`src/rtl/mod_counter.sv`:
```
// mod_counter: modulo-MOD up-counter with a registered wrap strobe
module mod_counter #(
    parameter int MOD = 40
) (
    input  logic                   clk,
    input  logic                   reset,
    input  logic                   en,
    output logic [$clog2(MOD)-1:0] count,
    output logic                   wrap
);
    localparam int W = $clog2(MOD);
    localparam logic [W-1:0] LAST = W'(MOD - 1);
    // Advance on enable, folding MOD-1 straight back to 0 so non-power-of-two moduli never overrun
    always_ff @(posedge clk) begin
        if (reset) begin
            count <= '0;
            wrap  <= 1'b0;
        end else begin
            wrap <= en && count == LAST;
            if (en) count <= count == LAST ? '0 : count + 1'b1;
        end
    end
endmodule

```
`src/rtl/recirc_shift_mem.sv`:
```
// recirc_shift_mem: gated recirculating shift-register store with head position and self-timed clear
module recirc_shift_mem #(
    parameter int               WIDTH      = 6,
    parameter int               DEPTH      = 40,
    parameter logic [WIDTH-1:0] FILL_VALUE = '0
) (
    input  logic                     clk,
    input  logic                     reset,
    input  logic                     shift_en,
    input  logic                     rc,
    input  logic [WIDTH-1:0]         din,
    input  logic                     clear_req,
    output logic [WIDTH-1:0]         dout,
    output logic [$clog2(DEPTH)-1:0] pos,
    output logic                     wrap,
    output logic                     busy
);
    localparam int PW = $clog2(DEPTH);
    localparam logic [PW-1:0] LAST = PW'(DEPTH - 1);
    typedef enum logic {IDLE, CLEAR} state_t;
    state_t state;
    logic [DEPTH-1:0][WIDTH-1:0] mem;
    logic [PW-1:0] clr_cnt;
    logic clr_wrap_unused;
    logic clearing;
    logic clr_en;
    logic [WIDTH-1:0] src;
    assign clearing = state == CLEAR;
    assign busy     = clearing;
    assign clr_en   = shift_en && clearing;
    assign dout     = mem[DEPTH-1];
    assign src      = clearing ? FILL_VALUE : rc ? dout : din;
    // Whole loop moves one word per enabled edge; stage 0 takes the selected source
    always_ff @(posedge clk) begin
        if (reset) mem <= '0;
        else if (shift_en) mem <= {mem[DEPTH-2:0], src};
    end
    // Clear sequencer: start from IDLE only, finish on the DEPTH-th enabled fill shift
    always_ff @(posedge clk) begin
        if (reset) state <= IDLE;
        else if (!clearing && clear_req) state <= CLEAR;
        else if (clr_en && clr_cnt == LAST) state <= IDLE;
    end
    mod_counter #(.MOD(DEPTH)) u_pos (
        .clk   (clk),
        .reset (reset),
        .en    (shift_en),
        .count (pos),
        .wrap  (wrap)
    );
    // Held at zero outside CLEAR so each sequence starts counting from 0
    mod_counter #(.MOD(DEPTH)) u_clr (
        .clk   (clk),
        .reset (reset || !clearing),
        .en    (clr_en),
        .count (clr_cnt),
        .wrap  (clr_wrap_unused)
    );
endmodule
```
`config.mk`:
```
export PLATFORM = sky130hd
export DESIGN_NAME = recirc_shift_mem
export DESIGN_NICKNAME = d
export VERILOG_FILES = /design/src/rtl/mod_counter.sv /design/src/rtl/recirc_shift_mem.sv
export SDC_FILE = /design/constraint.sdc
export NUM_CORES = 1
export LEC_CHECK = 0
export CORE_MARGIN = 3
export CORE_UTILIZATION = 63
export CTS_BUF_LIST = sky130_fd_sc_hd__clkbuf_8
export CTS_CLUSTER_SIZE = 40
export DETAILED_ROUTE_END_ITERATION = 16
export GPL_TIMING_DRIVEN = 0
export PLACE_DENSITY = 0.79
export SETUP_SLACK_MARGIN = 0.05
export SLEW_MARGIN = 25
export SYNTH_ARGS = -nofsm -noshare
export SYNTH_HDL_FRONTEND = slang
export SYNTH_SLANG_ARGS = --single-unit
export TNS_END_PERCENT = 5
```
`constraint.sdc`:
```
create_clock -name clk -period 1.6 [get_ports clk]
set_input_delay 0.16 -clock clk [delete_from_list [all_inputs] [get_ports clk]]
set_output_delay 0.16 -clock clk [all_outputs]
set_load 0.02 [all_outputs]
```
* Yosys cells after proc, flatten, opt, wreduce, memory -nomap -nowiden
Cells that the tools add are included.
** Word-level totals
- Output and inout bits :: 14
- Bits of input ports :: 11
- Register bits :: 254
- Logic and storage cells :: 61
** Operators by class
- Mux-type cells :: 6
- Equality and inequality tests :: 2
- $add $sub $neg :: 2
- Reduce and logical (&&, ||, !) cells :: 7
** Operators with widths (number)
- 6-bit two-way mux :: 4
- 6-bit by 1-bit adder with 6-bit output, second input constant :: 2
- 6-bit == test, second input constant :: 2
- 1-bit logical AND :: 4
- 1-bit two-way mux :: 2
- 2-bit nonzero test :: 1
- 1-bit zero test :: 1
- 1-bit logical OR :: 1

* Longest topological paths before layout
- Depth in word-level cells :: 4
- Mapped depth :: 5
- Gate-level depth less buffers :: 4

* Hierarchy
A second synthesis with hierarchy kept.
** Unflattened totals
- Cells, all modules :: 847
- Area, all modules :: 9218.8 um2
** Modules (own cells, without submodules)
- recirc_shift_mem :: sequential area each 4824.6 um2, area each 8605.8 um2, times used 1, cells an instance 789
- mod_counter :: sequential area each 140.1 um2, area each 306.5 um2, times used 2, cells an instance 29

* Worst setup path after synthesis
No wires, ideal clock.
- Path kind :: register to register
- Start :: reg state, in the netlist busy
- End :: reg u_clr.count[5]
- Arrival :: 1.244 ns
- Path buffers :: 0
- Cell stages (with the launch flop) :: 4
- Setup time :: 0.087 ns
- Slack :: 0.269 ns
- Data required time :: 1.513 ns
- Period minus slack after synthesis :: 1.331 ns
- Cells stage by stage :: dfxtp_1 > nand3_1 > or4_1 > o31ai_1
** Between the ends
- Word-level cells in the longest chain between the ends :: 2
- Elaborated cells between the ends (all ways) :: 3
- Those cells by class :: reduce/logical: 3
** RTL lines
- start, declared :: RTL line recirc_shift_mem.sv:21 : state_t state;
- start signal, assigned :: RTL line recirc_shift_mem.sv:40 : if (reset) state <= IDLE;
- start signal, assigned :: RTL line recirc_shift_mem.sv:41 : else if (!clearing && clear_req) state <= CLEAR;
- start signal, assigned :: RTL line recirc_shift_mem.sv:42 : else if (clr_en && clr_cnt == LAST) state <= IDLE;
- 1-bit zero test :: RTL line recirc_shift_mem.sv:54 : .reset (reset || !clearing),
- 1-bit logical OR :: RTL line recirc_shift_mem.sv:54
- end signal, assigned :: RTL line mod_counter.sv:20 : if (en) count <= count == LAST ? '0 : count + 1'b1;
- end, declared :: RTL line mod_counter.sv:8 : output logic [$clog2(MOD)-1:0] count,
Several ways; a longest one is shown, not always the timed one.
A chain may end at the register's enable or synchronous reset.

* Final worst setup path
- Start :: reg u_pos.count[2]
- End :: out pos[2]
** RTL lines
- start, declared :: RTL line mod_counter.sv:8
- start signal, assigned :: RTL line mod_counter.sv:20
- end, declared :: RTL line recirc_shift_mem.sv:14 : output logic [$clog2(DEPTH)-1:0] pos,
No word-level cell between the ends.

==> summary.txt <==
# H-tree levels = 2
DRC = 0
Number of core rows = 43
Slew @ Worst Pin = 637 ps
Detailed-route wire length = 14900 µm
Setup crit end kind = primary output
Required time reported for the critical path endpoint = 1440 ps
Vias per cell = 5.19
Number of sinks handled by clock tree synthesis = 254
Type of the setup path with the least slack = register to primary output
Maximum VDD drop = 0.934 mV
FILL cells = 1002
Die extent in x = 126 µm
Final setup violating endpoints = 0
Unrepaired setup endpoints after global routing = no
Number of buffers added on ports = 22
Arrival time worst endpoint = 1330 ps
Number of max-capacitance violations reported = 0
Post-route cell area = 0.0104 mm²
Most frequent standard cell in the layout excluding fill and tap cells = sky130_fd_sc_hd__dfxtp_1
Starting density of the core = 65.1%
Maximum clock insertion buffer count = 3
Count of buffer and inverter cells on the critical path = 1
Critical Path Source Type = register
Global route overflow = 0
Via count = 5866
Number of standard cells after synthesis = 861
Skew final = 9.10 ps
ANT nets after route = 0
Largest stage delay on the critical path = 410 ps
Area growth from synthesis to final layout = 13.5%
Total nets after synthesis = 874
Clk Latency, worst-skew pair = 510 ps
NumNets Final = 937
Core box area = 0.0140 mm²
Highest clock rate = 670 MHz
Average cell area after synthesis = 10.6 µm²
Cell Pwr Density = 1170 mW/mm²
Post-route setup slack = 107 ps
Clock tree from TritonCTS = yes
Cts bufs inserted = 39
Largest net degree at the start of global routing = 11
Pre-CTS setup slack = -319 ps
Chip height = 126 µm
Die Footprint = 0.0160 mm²
Initial drt markers = 175
Antenna fix cells = 0
Share of cells above drive strength 1 = 11.1%
Number of warnings issued by yosys = 0
Family of cells with the greatest summed delay on the critical path = flip-flops
Final HPWL from detailed placement = 10200 µm
Wire per inst = 13.2 µm
Hold Violations, Final = 0
Largest driver fanout on the critical path = 5
Wire length of the first global-routing pass = 25700 µm
Static leakage = 4.68 nW
Critical Path, Cell by Cell = dlygate4sd2_1
Post-synthesis cell area = 0.00914 mm²
Rel. slew slack = 57.5%
Root buffer selected by CTS = sky130_fd_sc_hd__clkbuf_8
Max-slew violation count = 0
IO Pins = 25
Share of the cycle needed by the critical path after routing = 93.3%
Placed Area = 0.00958 mm²
Detailed-routing iteration count for the pre-antenna-repair pass = 5
Critical path's slowest cell = sky130_fd_sc_hd__dfxtp_1
Leading cell types in the layout, fill and taps excluded = sky130_fd_sc_hd__dfxtp_1, sky130_fd_sc_hd__nor2_1, sky130_fd_sc_hd__mux2i_1, sky130_fd_sc_hd__clkbuf_8, sky130_fd_sc_hd__buf_4
Outcome = finished, final reports clean
Minimum clock period = 1490 ps
Initial antenna violation count = 0
Clock transition at path regs = 60 ps
GRT Resource Usage Total = 18.8%
Type of the tightest min-delay check = primary input to register
Count of distinct cell types in the synthesized netlist = 30
Worst hold margin = 174 ps
Fraction of the yosys area taken by sequential cells = 55.6%
Total of flip-flops plus latches after synthesis = 254
Vias in the first global route = 5850
Gp weighted congestion = 0.743
timing repair:
action	CTS	global route
setup buffers	0	0
resized for setup	15	1
hold buffers	0	0
endpoints found under the setup margin	14	2
endpoints found under the hold margin	0	0
cloned	0	0
routing by layer:
metal / GRT usage, % / vias up / share of wire [%]
li1: - / 2992 / -
met1: 22.9 / 2764 / 46
met2: 32.2 / 79 / 48
met3: 4.84 / 31 / 4.3
met4: 7.00 / 0 / 1.9
met5: 0 / - / 0
cells by family (layout without fill, tap and decap cells):
kind of cell	Yosys count	count (layout)	share of synthesized area (%)
compound gates	15	15	0.958
xor+xnor	6	6	0.575
fa+ha+maj	2	2	0.274
buf+inv	63	152	3.85
flops	254	254	55.6
mux	242	242	26.6
simple gates	279	279	12.1
flip-flops by register name (all words and copies together), names as in the netlist:
name / count
dout: 6
u_pos.count: 6
u_clr.count: 6
u_pos.wrap: 1
busy: 1
mem: 234
per-stage QoR:
stage | instances | TNS (ps) | power [mW] | util [%]
3_3_place_gp | 1063 | -33290 | 7.01 | 68.3
6_report | 1130 | 0 | 12.2 | 73.8
2_1_floorplan | 861 | 0 | 6.90 | -
4_1_cts | 1130 | 0 | 12.3 | 73.8
3_5_place_dp | 1063 | -42660 | 7.02 | 68.3
5_1_grt | 1130 | 0 | 12.6 | 73.8
final timing paths:
check                                     from        endpoint  slack [ps]  cells after the start
worst max register to register  u_clr.count[0]  u_clr.count[4]         270                      4
worst max-delay path            u_pos.count[2]          pos[2]         110                      1
worst min register to register  u_pos.count[5]      u_pos.wrap         480                      2
worst min-delay path                  shift_en      u_pos.wrap         170                      4
power breakdown:
| part | switching, mW | total, mW | leakage, nW | internal [mW] |
|---|---|---|---|---|
| clock | 2.27 | 5.29 | 0.457 | 3.02 |
| combinational | 0.302 | 0.515 | 2.18 | 0.213 |
| sequential | 0.0177 | 6.36 | 2.05 | 6.34 |
synth_stat cells, drive strengths merged:
master / instances / area [µm²]
a21oi: 9 / 45.0
inv: 1 / 3.75
dfxtp: 254 / 5080
and3: 1 / 6.26
nand2b: 1 / 8.76
a2111o: 1 / 11.3
nand3: 2 / 10.0
nand3b: 1 / 7.51
clkbuf: 28 / 105
ha: 2 / 25.0
buf: 34 / 243
mux2i: 236 / 2360
o21ai: 3 / 15.0
nor2: 251 / 942
and2b: 1 / 7.51
a31o: 1 / 8.76
nor3: 2 / 10.0
or3: 2 / 12.5
or4: 1 / 7.51
nand4: 4 / 25.0
mux2: 6 / 67.6
nor2b: 7 / 43.8
nand2: 5 / 18.8
xor2: 5 / 43.8
o31ai: 1 / 7.51
nor3b: 1 / 7.51
xnor2: 1 / 8.76
area by class of cell:
cell class	instances	area (µm²)	share of cell area [%]
Buffer	62	348	3.35
Clock buffer	55	757	7.30
Clock inverter	12	47.5	0.458
Inverter	1	3.75	0.0362
Multi-Input combinational cell	544	3710	35.8
Sequential cell	254	5090	49.0
Tap cell	180	225	2.17
Timing Repair Buffer	22	195	1.88
No activity file was read; power rests on OpenSTA's default activity.
